===== src/rtl/uart_rx_fifo_ctrl.sv =====
// Receive-side buffer between the UART receiver datapath and the APB register file.
// Stores completed characters with their PE/FE/BI flags in a 16550-style FIFO. With
// fifo_en=0 it acts as a single holding register.
//
// Latency: a load or read updates state on the next rising edge of pclk. The head
// data and head flags are decoded combinationally from registered state, so a read
// becomes visible in the cycle after the strobe.
//
// Backpressure: there is none. A load into a full FIFO is dropped and sets
// overrun_error. A load into a full holding register overwrites the stored character
// and also sets overrun_error.
//
// Ports:
//   pclk, utrrst              clock, synchronous active-high reset
//   fifo_en, fifo_clear       FCR controls (mode select, one-cycle clear pulse)
//   rx_trigger                RDA trigger level select (1/4/8/14 entries)
//   wls, pen, stb             frame format, used to size the character timeout
//   receive_load_en           one-cycle strobe for a completed character
//   rsr_data                  received character
//   parity_error, frame_error, uart_break
//                             status flags for the completed character
//   bit_tick                  one pulse per bit period
//   rbr_rd, lsr_rd            register read strobes
//   rbr_data                  head data (0 when empty)
//   data_ready .. rx_fifo_error
//                             line status bits
//   rx_fifo_count             current number of stored entries
//   rx_trigger_hit            RDA interrupt condition
//   char_timeout              CTI interrupt condition

module uart_rx_fifo_ctrl #(
  parameter int DEPTH = 16,
  parameter int AW    = $clog2(DEPTH)
) (
  input  logic          pclk,
  input  logic          utrrst,
  input  logic          fifo_en,
  input  logic          fifo_clear,
  input  logic [1:0]    rx_trigger,
  input  logic [1:0]    wls,
  input  logic          pen,
  input  logic          stb,
  input  logic          receive_load_en,
  input  logic [7:0]    rsr_data,
  input  logic          parity_error,
  input  logic          frame_error,
  input  logic          uart_break,
  input  logic          bit_tick,
  input  logic          rbr_rd,
  input  logic          lsr_rd,
  output logic [7:0]    rbr_data,
  output logic          data_ready,
  output logic          overrun_error,
  output logic          lsr_pe,
  output logic          lsr_fe,
  output logic          lsr_bi,
  output logic          rx_fifo_error,
  output logic [AW:0]   rx_fifo_count,
  output logic          rx_trigger_hit,
  output logic          char_timeout
);

  localparam int CW = AW + 1;
  localparam logic [CW-1:0] DEPTH_C = CW'(DEPTH);
  localparam logic [CW-1:0] ONE_C   = CW'(1);

  typedef struct packed {
    logic       bi;
    logic       fe;
    logic       pe;
    logic [7:0] data;
  } rx_entry_t;

  // Storage and state
  rx_entry_t       mem [DEPTH];
  logic [AW-1:0]   wr_ptr;
  logic [AW-1:0]   rd_ptr;
  logic [CW-1:0]   count;
  logic [CW-1:0]   err_cnt;
  logic [5:0]      tmo_cnt;
  logic            fifo_en_q;

  // Per-cycle control
  logic            mode_change;
  logic            do_clear;
  logic            empty;
  logic            full;
  logic            do_rd;
  logic            wr_store;
  logic            overwrite;
  logic            overrun_set;
  logic            cnt_inc;
  logic            cnt_dec;
  logic            new_err;
  logic            head_err;
  logic            err_inc;
  logic            err_dec;
  rx_entry_t       head;
  rx_entry_t       wr_entry;

  // Character timeout
  logic [3:0]      frame_bits;
  logic [5:0]      tmo_limit;
  logic            tmo_clr;

  // Trigger level
  logic [4:0]      trig_level;

  // In holding mode the effective depth is 1, so the pointers stay pinned at 0.
  // This makes an overwrite land on the head entry.
  function automatic logic [AW-1:0] ptr_next(input logic [AW-1:0] p, input logic fifo_mode);
    ptr_next = fifo_mode ? (p + 1'b1) : '0;
  endfunction

  // Switching between FIFO and holding mode flushes the buffer. A flush wins over
  // any load or read in the same cycle.
  assign mode_change = fifo_en ^ fifo_en_q;
  assign do_clear    = fifo_clear | mode_change;

  assign empty = (count == '0);
  assign full  = fifo_en ? (count == DEPTH_C) : (count == ONE_C);

  assign head = mem[rd_ptr];

  // A break character is stored with zero data.
  always_comb begin
    wr_entry      = '0;
    wr_entry.bi   = uart_break;
    wr_entry.fe   = frame_error;
    wr_entry.pe   = parity_error;
    wr_entry.data = uart_break ? 8'h00 : rsr_data;
  end

  assign do_rd = rbr_rd & ~empty & ~do_clear;

  // A read in the same cycle frees the slot, so a load into a full buffer is still
  // accepted. Holding mode always accepts the load, overwriting the entry when full.
  assign wr_store    = receive_load_en & ~do_clear & (~full | do_rd | ~fifo_en);
  assign overwrite   = receive_load_en & ~do_clear & full & ~do_rd & ~fifo_en;
  assign overrun_set = receive_load_en & ~do_clear & full & ~do_rd;

  assign cnt_inc = wr_store & ~do_rd & ~overwrite;
  assign cnt_dec = do_rd & ~wr_store;

  // Error bookkeeping. An overwrite removes the old head, so its flags leave the
  // count as the new character's flags enter it.
  assign new_err  = uart_break | frame_error | parity_error;
  assign head_err = head.bi | head.fe | head.pe;
  assign err_inc  = wr_store & new_err;
  assign err_dec  = (do_rd | overwrite) & head_err;

  // Storage array. Contents are not reset because empty entries are masked at
  // the outputs.
  always_ff @(posedge pclk) begin
    if (wr_store) begin
      mem[wr_ptr] <= wr_entry;
    end
  end

  always_ff @(posedge pclk) begin
    if (utrrst) begin
      wr_ptr    <= '0;
      rd_ptr    <= '0;
      count     <= '0;
      err_cnt   <= '0;
      fifo_en_q <= fifo_en;
    end else begin
      fifo_en_q <= fifo_en;
      if (do_clear) begin
        wr_ptr  <= '0;
        rd_ptr  <= '0;
        count   <= '0;
        err_cnt <= '0;
      end else begin
        if (wr_store && !overwrite) begin
          wr_ptr <= ptr_next(wr_ptr, fifo_en);
        end
        if (do_rd) begin
          rd_ptr <= ptr_next(rd_ptr, fifo_en);
        end
        if (cnt_inc) begin
          count <= count + ONE_C;
        end else if (cnt_dec) begin
          count <= count - ONE_C;
        end
        if (err_inc && !err_dec) begin
          err_cnt <= err_cnt + ONE_C;
        end else if (err_dec && !err_inc) begin
          err_cnt <= err_cnt - ONE_C;
        end
      end
    end
  end

  // Overrun is sticky. Only reset or an LSR read clears it, and a new overrun in
  // the same cycle as the LSR read keeps it set.
  always_ff @(posedge pclk) begin
    if (utrrst) begin
      overrun_error <= 1'b0;
    end else if (overrun_set) begin
      overrun_error <= 1'b1;
    end else if (lsr_rd) begin
      overrun_error <= 1'b0;
    end
  end

  // Timeout limit is four character times: start + data + parity + stop bits.
  assign frame_bits = 4'd7 + 4'(wls) + 4'(pen) + 4'(stb);
  assign tmo_limit  = {frame_bits, 2'b00};

  assign tmo_clr = receive_load_en | rbr_rd | empty | ~fifo_en | do_clear;

  // The counter saturates at the limit so char_timeout holds until activity clears it.
  always_ff @(posedge pclk) begin
    if (utrrst) begin
      tmo_cnt <= '0;
    end else if (tmo_clr) begin
      tmo_cnt <= '0;
    end else if (bit_tick && (tmo_cnt < tmo_limit)) begin
      tmo_cnt <= tmo_cnt + 6'd1;
    end
  end

  assign char_timeout = fifo_en & ~empty & (tmo_cnt >= tmo_limit);

  always_comb begin
    trig_level = 5'd1;
    case (rx_trigger)
      2'b00:   trig_level = 5'd1;
      2'b01:   trig_level = 5'd4;
      2'b10:   trig_level = 5'd8;
      default: trig_level = 5'd14;
    endcase
  end

  assign rx_trigger_hit = fifo_en ? (32'(count) >= 32'(trig_level)) : ~empty;

  // Head outputs are masked so an empty buffer always reads as zero.
  assign rbr_data      = empty ? 8'h00 : head.data;
  assign lsr_pe        = ~empty & head.pe;
  assign lsr_fe        = ~empty & head.fe;
  assign lsr_bi        = ~empty & head.bi;
  assign data_ready    = ~empty;
  assign rx_fifo_error = (err_cnt != '0);
  assign rx_fifo_count = count;

endmodule

===== config.mk =====
export PLATFORM = sky130hd
export DESIGN_NAME = uart_rx_fifo_ctrl
export DESIGN_NICKNAME = d
export VERILOG_FILES = /design/src/rtl/uart_rx_fifo_ctrl.sv
export SDC_FILE = /design/constraint.sdc
export NUM_CORES = 1
export LEC_CHECK = 0
export BUFFER_PORTS_ARGS = -buffer_cell sky130_fd_sc_hd__buf_4
export CAP_MARGIN = 0
export CORE_ASPECT_RATIO = 1.25
export CORE_MARGIN = 3
export CORE_UTILIZATION = 43
export DETAILED_ROUTE_END_ITERATION = 16
export PLACE_DENSITY = 0.71
export SYNTH_ARGS = -nofsm -noshare
export SYNTH_HDL_FRONTEND = slang
export SYNTH_SLANG_ARGS = --single-unit

===== constraint.sdc =====
create_clock -name pclk -period 6.1 [get_ports pclk]
set_clock_uncertainty 0.1 [all_clocks]
set_input_delay 0.61 -clock pclk [delete_from_list [all_inputs] [get_ports pclk]]
set_output_delay 0.61 -clock pclk [all_outputs]
set_load 0.005 [all_outputs]

Word-level counts from Yosys, hierarchy flattened. Memories as Yosys holds them, arrays and structs flattened. A register that Yosys moved wholly into a read port is not among the register bits. Index checks and enable logic that the tools add are counted.

Bits in registers: 26. Memories kept: 1. Bits in read-only memories: 0. Input bits: 25. Word-level logic and storage cells: 94. RAM bits: 176. Bits in latches: 0.

Memories: mem (words 16, width 11, read ports 1, clocked after Yosys merged registers in 1, write ports 1, RTL line 75) `rx_entry_t mem [DEPTH];`.

Muxes and demuxes: 17. Divide/modulo/power cells: 0. Magnitude comparators: 3. $add $sub $neg: 10. Reductions and logical operators: 15. Equal/unequal tests: 4. Multiply operators: 0. Shift-type cells: 0. Bitwise logic cells: 37.

Operators with widths (number): two-way mux 5 bit (4); AND 1 bit (17); two-way mux 4 bit (4); two-way mux 8 bit (2); OR 1 bit (12); one-hot mux 4 bit (3 select lines) (1); adder 5 x 1 -> 5 bit, second input constant (2); subtractor 5 x 1 -> 5 bit, second input constant (2); adder 4 x 1 -> 4 bit (2); adder 4 x 1 -> 4 bit, second input constant (2); NOT 1 bit (7); adder 6 x 1 -> 6 bit, second input constant (1); >= comparator 6 bit (1); < comparator 6 bit (1); two-way mux 1 bit (6); nonzero test 2 bit (3); == test 5 x 1 -> 1 bit, second input constant (1); == test 5 bit, second input constant (1); >= comparator 5 bit (1); logical NOT 5 bit (1); nonzero test 5 bit (1); adder 3 x 2 -> 4 bit, first input constant (1); logical AND 1 bit (4); OR reduction 2 bit (2); 5 further kinds (7).

Depth between registers and ports, before layout. Gate-level depths: netlist of the first run.

Depth after elaboration: 12. Gate-level depth with buffers: 18.

Worst setup path before layout of the first run. Ideal clock, no wire load.

Path kind: reg-to-reg. From: register with a tool-made name. To: register err_cnt[4]. Library setup time: 0.070 ns. Required time: 5.930 ns. Path buffers: 2. Period minus slack after synthesis: 3.447 ns. Arrival: 3.278 ns. Stages on the path, launching flop included: 15. Setup slack: 2.653 ns. Cell sequence: dfxtp_1 > clkbuf_1 > buf_1 > mux4_2 > a22oi_1 > nand2_1 > o32ai_1 > ha_1 > inv_1 > fa_1 > a21o_1 > a21oi_1 > xnor2_1 > or3_1 > a21oi_1.

RTL lines: end signal, assigned (RTL line 187) `err_cnt <= err_cnt + ONE_C;`; end signal, assigned (RTL line 189) `err_cnt <= err_cnt - ONE_C;`; end, declared (RTL line 79) `logic [CW-1:0] err_cnt;`.

==> results.json, run 1 <==
{
  "post-route-util": 0.513,
  "worstMarginPinSlew_ns": 1.17,
  "min_period_ns": 4.10,
  "yosys_warnings": 0,
  "worst_path_largest_cell_delay_ns": 0.94,
  "syn_nets": 582,
  "drive_gt1_frac": 0.260,
  "grt_use_total": 0.172,
  "antenna_found_initial": 0,
  "hold_viol_final": 0,
  "synth_edf_count": 176,
  "placementRows": 57,
  "synthArstFlopShare": 0,
  "crit_path_start_kind": "flop",
  "crit_arrival_ns": 3.39,
  "netlist_area_um2": 8760,
  "synth.distinct_cells": 45,
  "syn_inst": 529,
  "core_um2": 19800,
  "path_clk_slew_ns": 0.06,
  "hold_start": "utrrst",
  "hold_path_class": "in -> reg",
  "dpl-instance-area_um2": 9440,
  "fin_nets": 641,
  "cts-root-buf": "clkbuf_16",
  "grt_max_degree": 45,
  "maxCapViolCount": 0,
  "cp_cell_sequence": "buf_4 > mux4_2 > mux4_2 > and2_1 > buf_4",
  "p_switching_mw": 0.574,
  "worstSetupPathType": "reg -> out",
  "clockBufferDepth": 3,
  "dr_total_vias": 4816,
  "dp_hpwl_um": 11600,
  "dieArea_um2": 22100,
  "wl_met3_um": 1440,
  "drt_iter0_drc": 403,
  "min_period_over_period": 0.671,
  "ys_seq_elements": 206,
  "hold_end": "overrun_error$_SDFFE_PP0P_",
  "cts_max_level": 1,
  "globalRoute.totalOverflow": 0,
  "ant_nets": 0,
  "cts_tree": "yes",
  "slew_headroom": 0.218,
  "r2r_cells": 12,
  "pwr-share-comb": 0.033,
  "p_sw_frac": 0.197,
  "rsz0062_at_grt": "no",
  "holdWs_ns": 0.169,
  "clkPwrFrac": 0.441,
  "hold_depth": 2,
  "reg2reg_setup_slack_ns": 2.01,
  "routed-wl-met2_um": 9220,
  "cts_resized": 0,
  "ios": 46,
  "cp.required_ns": 5.39,
  "leakagePower_nw": 3.32,
  "setup_violations": 0,
  "clock_latency_ns": 0.50,
  "worst_setup_path_end_kind": "output pin",
  "drt-pass1-iter-count": 5,
  "fp.dieW_um": 134,
  "drcViolationCount": 0,
  "synth.avg_cell_area_um2": 16.6,
  "cp_slowest_cell": "dfxtp_2",
  "cts_setup_buffers": 0,
  "ys.flop_type": "edfxtp_1",
  "ctsHoldBuffers": 0,
  "cts_sinks": 206,
  "outcome": "completed",
  "via_per_inst": 5.55,
  "power_frac_seq": 0.526,
  "wl_per_cell_um": 21.5,
  "final_common_cell": "edfxtp_1",
  "r2r-end": "err_cnt[4]$_SDFFE_PP0P_",
  "top_layer": "met4",
  "postLayoutCellArea_um2": 10100,
  "power_density_nw_per_um2": 287,
  "p_int_mw": 2.34,
  "maxSlewViolCount": 0,
  "routabilityCongestion": 0.844,
  "vdd_drop_max_mv": 0.239,
  "fillCellCount": 1576,
  "numCtsBuffers": 22,
  "synth-seq-area-share": 0.672,
  "die_h_um": 166,
  "fin_setup_tns_ns": 0,
  "cp_max_fo": 25,
  "antennaDiodeCount": 0,
  "p_total_mw": 2.91,
  "grt_pass1_wl_um": 28700,
  "port_buffers": 45,
  "totalWireLength_um": 18700,
  "fmax_mhz": 244,
  "first_global_vias": 4932,
  "start_util": 0.443,
  "synthToLayoutAreaGrowth_pct": 15.7,
  "met1_length_um": 7620,
  "final_cell_mix": "edfxtp_1, buf_4, mux4_2, nor2_1, dfxtp_1"
}
kinds of logic after synthesis:
family | count (synthesis) | synth area share
simple gates | 134 | 0.0781
buf+inv | 42 | 0.0223
fa+ha+maj | 28 | 0.0417
flops | 206 | 0.672
compound gates | 51 | 0.0363
xor+xnor | 15 | 0.0150
mux | 53 | 0.135
cell usage after synthesis (2+ instances only):
| cell type | count | area share |
|---|---|---|
| or3_1 | 2 | 0.0014 |
| fa_1 | 2 | 0.0046 |
| nand4_1 | 3 | 0.0021 |
| nor4_1 | 3 | 0.0021 |
| mux4_2 | 52 | 0.13 |
| o21a_1 | 3 | 0.0026 |
| a21o_1 | 5 | 0.0043 |
| nor3b_1 | 3 | 0.0026 |
| buf_2 | 3 | 0.0017 |
| buf_1 | 7 | 0.0030 |
| xnor2_1 | 11 | 0.011 |
| nor2_1 | 45 | 0.019 |
| and2_1 | 9 | 0.0064 |
| o21ai_1 | 3 | 0.0017 |
| nand4b_1 | 3 | 0.0030 |
| o21ai_0 | 6 | 0.0034 |
| buf_6 | 4 | 0.0051 |
| nand2_1 | 23 | 0.0099 |
| nand2b_1 | 5 | 0.0036 |
| a21oi_1 | 19 | 0.011 |
| nor3_1 | 11 | 0.0063 |
| ha_1 | 26 | 0.037 |
| dfxtp_1 | 30 | 0.069 |
| xor2_1 | 4 | 0.0040 |
| nand3_1 | 7 | 0.0040 |
| clkbuf_1 | 8 | 0.0034 |
| nor2b_1 | 15 | 0.011 |
| a31oi_1 | 3 | 0.0021 |
| inv_1 | 18 | 0.0077 |
| a22oi_1 | 6 | 0.0051 |
| edfxtp_1 | 176 | 0.60 |
state kept, by name, summed over array words and instances (netlist names), named ones only:
name and flops:
rx_fifo_count 5, overrun_error 1, rd_ptr 4, tmo_cnt 6
mem 176, err_cnt 5, fifo_en_q 1, wr_ptr 4
metal layers:
layer | vias to the layer above | track usage
met2 | 213 | 0.287
met1 | 2408 | 0.234
met3 | 32 | 0.0282
li1 | 2163 | -
met5 | - | 0
met4 | 0 | 0.0519
worst max-delay path, delay by kind of cell (launching register included):
kind                   cells  cell delay, ns
muxes                      2            1.10
DFF                        1            0.94
buffers and inverters      2            0.64
and+or+nand+nor            1            0.19
through the flow:
step           setup WS, ns  std cells
2_1_floorplan          2.65        529
6_report               2.00        868
3_3_place_gp           2.15        829
5_1_grt                1.65        868
4_1_cts                1.91        868
3_5_place_dp           1.97        829
power by group through the flow:
stage / sequential (mW) / clock (mW) / combinational [mW]
2_1_floorplan: 1.56 / 0 / 0.0551
3_3_place_gp: 1.56 / 0 / 0.0907
3_5_place_dp: 1.56 / 0 / 0.0956
4_1_cts: 1.53 / 1.30 / 0.0964
5_1_grt: 1.53 / 1.36 / 0.107
6_report: 1.53 / 1.29 / 0.0957
worst max path at each step:
stage	endpoint	start	cells after the start	slack, ns
finish	rbr_data[6]	flop	5	2.00
global route	err_cnt[4]$_SDFFE_PP0P_	flop	12	1.65
CTS	rbr_data[6]	flop	5	1.91
detailed placement	err_cnt[4]$_SDFFE_PP0P_	flop	12	1.97
global placement	err_cnt[4]$_SDFFE_PP0P_	flop	12	2.15
floorplan	err_cnt[4]$_SDFFE_PP0P_	flop	14	2.65
final cells by class:
class / count / area, um2 / share of cell area
Tap cell: 265 / 332 / 0.0327
Clock buffer: 27 / 591 / 0.0583
Sequential cell: 206 / 5890 / 0.581
Multi-Input combinational cell: 281 / 2710 / 0.267
Timing Repair Buffer: 58 / 435 / 0.0430
Inverter: 19 / 71.3 / 0.00704
Clock inverter: 12 / 109 / 0.0107
Note: power is estimated with default switching activity, not from simulation.
==> inputs of run 2 (changes only) <==
- PLACE_DENSITY: 0.71 -> 0.74
- clock period: 6.1 -> 3.58 ns (I/O delays scaled with it)
==> run 2 against run 1 <==
Effect of this change: wire length fell by 2.4%; critical endpoint is now err_cnt[4]$_SDFFE_PP0P_; non-clock buffer count rose by 15; via count rose by 2.2%; critical path type is now reg -> reg.
==> results.json, run 2 (synthesis results as in run 1) <==
{
  "clkPwrFrac": 0.433,
  "post-place-cells": 841,
  "setup_violations": 0,
  "routabilityCongestion": 0.829,
  "min_period_ns": 3.42,
  "maxCapViolCount": 0,
  "port_buffers": 45,
  "die_h_um": 166,
  "drt_iter0_drc": 366,
  "via_per_inst": 5.57,
  "dp_hpwl_um": 11700,
  "globalRoute.totalOverflow": 0,
  "drt-pass1-iter-count": 5,
  "p_sw_frac": 0.199,
  "cts_tree": "yes",
  "cts_sinks": 206,
  "worstMarginPinSlew_ns": 1.18,
  "cts-root-buf": "clkbuf_16",
  "crit_arrival_ns": 3.73,
  "drcViolationCount": 0,
  "placementRows": 57,
  "pwr-share-comb": 0.034,
  "slew_headroom": 0.208,
  "clock_latency_ns": 0.49,
  "crit_path_frequent_cell": "a21oi_1",
  "grt_max_degree": 26,
  "fin_setup_tns_ns": 0,
  "core_um2": 19800,
  "cp.required_ns": 3.89,
  "cp_cell_sequence": "buf_12 > mux4_2 > a22oi_2 > nand2_1 > o32ai_1 > ha_2 > inv_1 > ha_1 > a21o_1 > a21oi_1 > xnor2_1 > or3_1 > a21oi_1",
  "worst_path_largest_cell_delay_ns": 0.52,
  "grt_use_total": 0.168,
  "grt_pass1_wl_um": 28600,
  "fin_nets": 656,
  "cp_max_fo": 14,
  "drive_gt1_frac": 0.280,
  "pre_cts_ws_ns": 0.0850,
  "dieArea_um2": 22100,
  "ios": 46,
  "path_clk_slew_ns": 0.06,
  "antennaDiodeCount": 0,
  "worstSetupPathType": "reg -> reg",
  "ant_nets": 0,
  "dr_total_vias": 4922,
  "power_frac_seq": 0.532,
  "final_common_cell": "edfxtp_1",
  "fmax_mhz": 292,
  "power_density_nw_per_um2": 478,
  "p_switching_mw": 0.977,
  "final_cells": 883,
  "outcome": "completed",
  "hold_path_class": "in -> reg",
  "final_cell_mix": "edfxtp_1, buf_4, mux4_2, nor2_1, dfxtp_1",
  "maxSlewViolCount": 0,
  "regMostFlops": "mem",
  "first_global_vias": 5162,
  "crit_path_start_kind": "flop",
  "clockBufferDepth": 3,
  "worst_setup_path_end_kind": "flop",
  "synthToLayoutAreaGrowth_pct": 17.2,
  "top_regs": "mem: 176 flops, tmo_cnt: 6 flops",
  "hold_viol_final": 0,
  "numCtsBuffers": 22,
  "vdd_drop_max_mv": 0.291,
  "cp_slowest_cell": "mux4_2",
  "cts_max_level": 1,
  "leakagePower_nw": 3.39,
  "antenna_found_initial": 0,
  "p_int_mw": 3.93,
  "totalWireLength_um": 18200,
  "fin_ws_ns": 0.156,
  "start_util": 0.443,
  "largest_register_ffs": 176,
  "min_period_over_period": 0.956,
  "wl_per_cell_um": 20.7,
  "rsz0062_at_grt": "no",
  "fp.dieW_um": 134
}
run 2: timing repair:
item                                    4_1_cts  5_1_grt
endpoints found under the setup margin        0        2
setup buffers                                 0        2
endpoints found under the hold margin         1        0
gates resized for setup                       0        9
hold buffers                                  1        0
run 2: final cells by class:
| type | count | area [um2] |
|---|---|---|
| clock buffers | 29 | 598 |
| clock inverters | 10 | 78.8 |
| fillers | 1579 | 9490 |
| inverters | 19 | 71.3 |
| multi-input cells | 281 | 2730 |
| flip-flops and latches | 206 | 5890 |
| well taps | 265 | 332 |
| repair buffers | 73 | 563 |
run 2: metal layers:
layer | track usage | routed length (um) | share of wire | up-vias
met4 | 0.0454 | 370 | 0.020 | 0
met1 | 0.206 | 6990 | 0.38 | 2517
met2 | 0.308 | 9720 | 0.53 | 185
met3 | 0.0303 | 1160 | 0.064 | 28
met5 | 0 | 0 | 0 | -
li1 | - | - | - | 2192
run 2: path summary, 6_finish.rpt:
check,from,end,slack [ns],cells after the start
max,flop,err_cnt[4]$_SDFFE_PP0P_,0.16,13
min,fifo_en,fifo_en_q$_DFF_P_,0.03,1
max reg2reg,flop,err_cnt[4]$_SDFFE_PP0P_,0.16,13
min reg2reg,overrun_error$_SDFFE_PP0P_,overrun_error$_SDFFE_PP0P_,0.39,2
run 2: power groups by stage:
stage	registers, mW	logic (mW)	clock network [mW]
final	2.61	0.169	2.12
after global routing	2.61	0.190	2.26
after CTS	2.61	0.168	2.15
after detailed placement	2.66	0.166	0
after global placement	2.66	0.157	0
after floorplan	2.66	0.0938	0
run 2: critical path, delay by kind of cell, from the launching register on:
| family | cells | cell delay [ns] |
|---|---|---|
| AO/OA/AOI/OAI | 5 | 1.04 |
| adder cells (fa/ha/maj) | 2 | 0.60 |
| multiplexers | 1 | 0.52 |
| AND/OR/NAND/NOR | 2 | 0.39 |
| flip-flops | 1 | 0.34 |
| buffers and inverters | 2 | 0.26 |
| XOR/XNOR | 1 | 0.09 |
run 2: per-stage QoR:
step                cell area, um2  total power [mW]  hold WS (ns)  utilization
detailed placement            9530              2.83         0.378        0.482
finish                       10300              4.90        0.0345        0.520
global placement              9530              2.82         0.372        0.482
floorplan                     8760              2.75         0.286            -
global route                 10300              5.06        0.0291        0.520
CTS                          10200              4.93        0.0258        0.517
==> inputs of run 3 (changes only) <==
- BUFFER_PORTS_ARGS: -buffer_cell sky130_fd_sc_hd__buf_4 -> default
- DONT_BUFFER_PORTS: default -> 1
- PLACE_DENSITY: 0.74 -> 0.72
==> run 3 against run 2 <==
Effect of this change: die area unchanged; core utilization fell by 0.68 points; sequential share of layout area grew 0.77 points; count of clock-buffer cells in the layout shrank 2; hold slack got worse by 0.0027 ns; final cell count fell by 3.5%; sequential power about the same; global-route usage rose by 0.20 points; total power grew 2.6%; first-iteration DRC count shrank 11%; critical path depth unchanged; maximum frequency rose by 1.6%.
==> results.json, run 3 (synthesis results as in run 1) <==
{
  "hold_start": "fifo_en",
  "wl_per_cell_um": 21.9,
  "grt_max_degree": 25,
  "reg2reg_setup_slack_ns": 0.21,
  "regMostFlops": "mem",
  "min_period_ns": 3.37,
  "cp.required_ns": 3.89,
  "numCtsBuffers": 22,
  "clockBufferDepth": 3,
  "crit_path_start_kind": "flop",
  "grt_use_total": 0.170,
  "post-route-util": 0.513,
  "fin_ws_ns": 0.212,
  "antenna_found_initial": 0,
  "ant_nets": 0,
  "routabilityCongestion": 0.817,
  "ios": 46,
  "core_um2": 19800,
  "cts-root-buf": "clkbuf_16",
  "vdd_drop_max_mv": 0.396,
  "maxCapViolCount": 0,
  "dr_total_vias": 4779,
  "dieArea_um2": 22100,
  "hold_path_class": "in -> reg",
  "fmax_mhz": 297,
  "worst_path_largest_cell_delay_ns": 0.51,
  "path_clk_slew_ns": 0.06,
  "port_buffers": 0,
  "largest_register_ffs": 176,
  "cts_max_level": 1,
  "top_regs": "mem: 176 flops, tmo_cnt: 6 flops",
  "drt_iter0_drc": 326,
  "synthToLayoutAreaGrowth_pct": 15.6,
  "drcViolationCount": 0,
  "power_density_nw_per_um2": 496,
  "leakagePower_nw": 3.26,
  "first_global_vias": 5025,
  "crit_arrival_ns": 3.68,
  "cp_slowest_cell": "mux4_2",
  "maxSlewViolCount": 0,
  "setup_violations": 0,
  "slew_headroom": 0.131,
  "final_common_cell": "edfxtp_1",
  "fin_setup_tns_ns": 0,
  "crit_buf_inv": 2,
  "via_per_inst": 5.61,
  "worstSetupPathType": "reg -> reg",
  "cp_top_family": "compound AO/OA/AOI/OAI gates",
  "holdWs_ns": 0.0317,
  "min_period_over_period": 0.941,
  "cts_sinks": 206,
  "worstMarginPinSlew_ns": 1.30,
  "placementRows": 57,
  "pre_cts_ws_ns": 0.0687,
  "dp_hpwl_um": 11800,
  "rsz0062_at_grt": "no",
  "globalRoute.totalOverflow": 0,
  "grt_pass1_wl_um": 28700,
  "drt-pass1-iter-count": 5,
  "outcome": "completed",
  "die_h_um": 166,
  "worst_setup_path_end_kind": "flop",
  "cp_cell_sequence": "buf_12 > mux4_2 > a22oi_2 > nand2_1 > o32ai_2 > ha_2 > inv_1 > ha_1 > a21o_1 > a21oi_2 > xnor2_1 > or3_1 > a21oi_1",
  "final_cell_mix": "edfxtp_1, mux4_2, nor2_1, buf_4, dfxtp_1",
  "hold_viol_final": 0,
  "drive_gt1_frac": 0.238,
  "start_util": 0.443,
  "totalWireLength_um": 18700,
  "clock_latency_ns": 0.50,
  "cts_tree": "yes",
  "fin_nets": 623,
  "fp.dieW_um": 134,
  "cp_max_fo": 11
}
==> run 3: per-stage QoR <==
| stage | power, mW | instances | cell area [um2] |
|---|---|---|---|
| 3_3_place_gp | 2.78 | 802 | 9240 |
| 6_report | 5.03 | 852 | 10100 |
| 5_1_grt | 5.18 | 850 | 10100 |
| 4_1_cts | 5.06 | 848 | 10000 |
| 2_1_floorplan | 2.75 | 529 | 8760 |
| 3_5_place_dp | 2.79 | 802 | 9240 |
==> run 3: what timing repair did <==
item                                    CTS  global route
endpoints found under the setup margin    0             2
setup buffers                             0             1
hold buffers                              7             0
gates resized for setup                   0            12
endpoints found under the hold margin    58             0
==> run 3: final cells by class <==
| class | instances | area, um2 |
|---|---|---|
| Clock inverter | 12 | 143 |
| Multi-Input combinational cell | 281 | 2750 |
| Clock buffer | 27 | 591 |
| Inverter | 19 | 71.3 |
| Sequential cell | 206 | 5890 |
| Antenna cell | 2 | 5.00 |
| Tap cell | 265 | 332 |
| Timing Repair Buffer | 40 | 348 |
| Fill cell | 1586 | 9620 |
==> run 3: power by group <==
part | leakage (nW) | internal [mW] | switching (mW)
clock | 0.360 | 1.39 | 0.887
sequential | 1.79 | 2.61 | 0.00278
combinational | 1.11 | 0.0538 | 0.0878
==> run 3: path summary, 6_finish.rpt <==
path,to,cells past startpoint
worst min register to register,flop,2
worst max-delay path,err_cnt[4]$_SDFFE_PP0P_,13
worst min-delay path,flop,4
worst max register to register,err_cnt[4]$_SDFFE_PP0P_,13
==> run 3: worst register-to-register path, cell delays in order, from the launching register on <==
cell	delay [ns]
dfxtp_4	0.39
buf_12	0.16
mux4_2	0.52
a22oi_2	0.22
nand2_1	0.09
o32ai_2	0.26
ha_2	0.22
inv_1	0.10
ha_1	0.34
a21o_1	0.21
a21oi_2	0.14
xnor2_1	0.09
or3_1	0.31
a21oi_1	0.14
==> run 3: metal layers <==
| metal | track usage | part of all wire | wire (um) | vias up |
|---|---|---|---|---|
| li1 | - | - | - | 2127 |
| met1 | 0.217 | 0.39 | 7290 | 2416 |
| met2 | 0.301 | 0.51 | 9470 | 193 |
| met3 | 0.0318 | 0.075 | 1410 | 43 |
| met4 | 0.0477 | 0.028 | 527 | 0 |
| met5 | 0 | 0 | 0 | - |
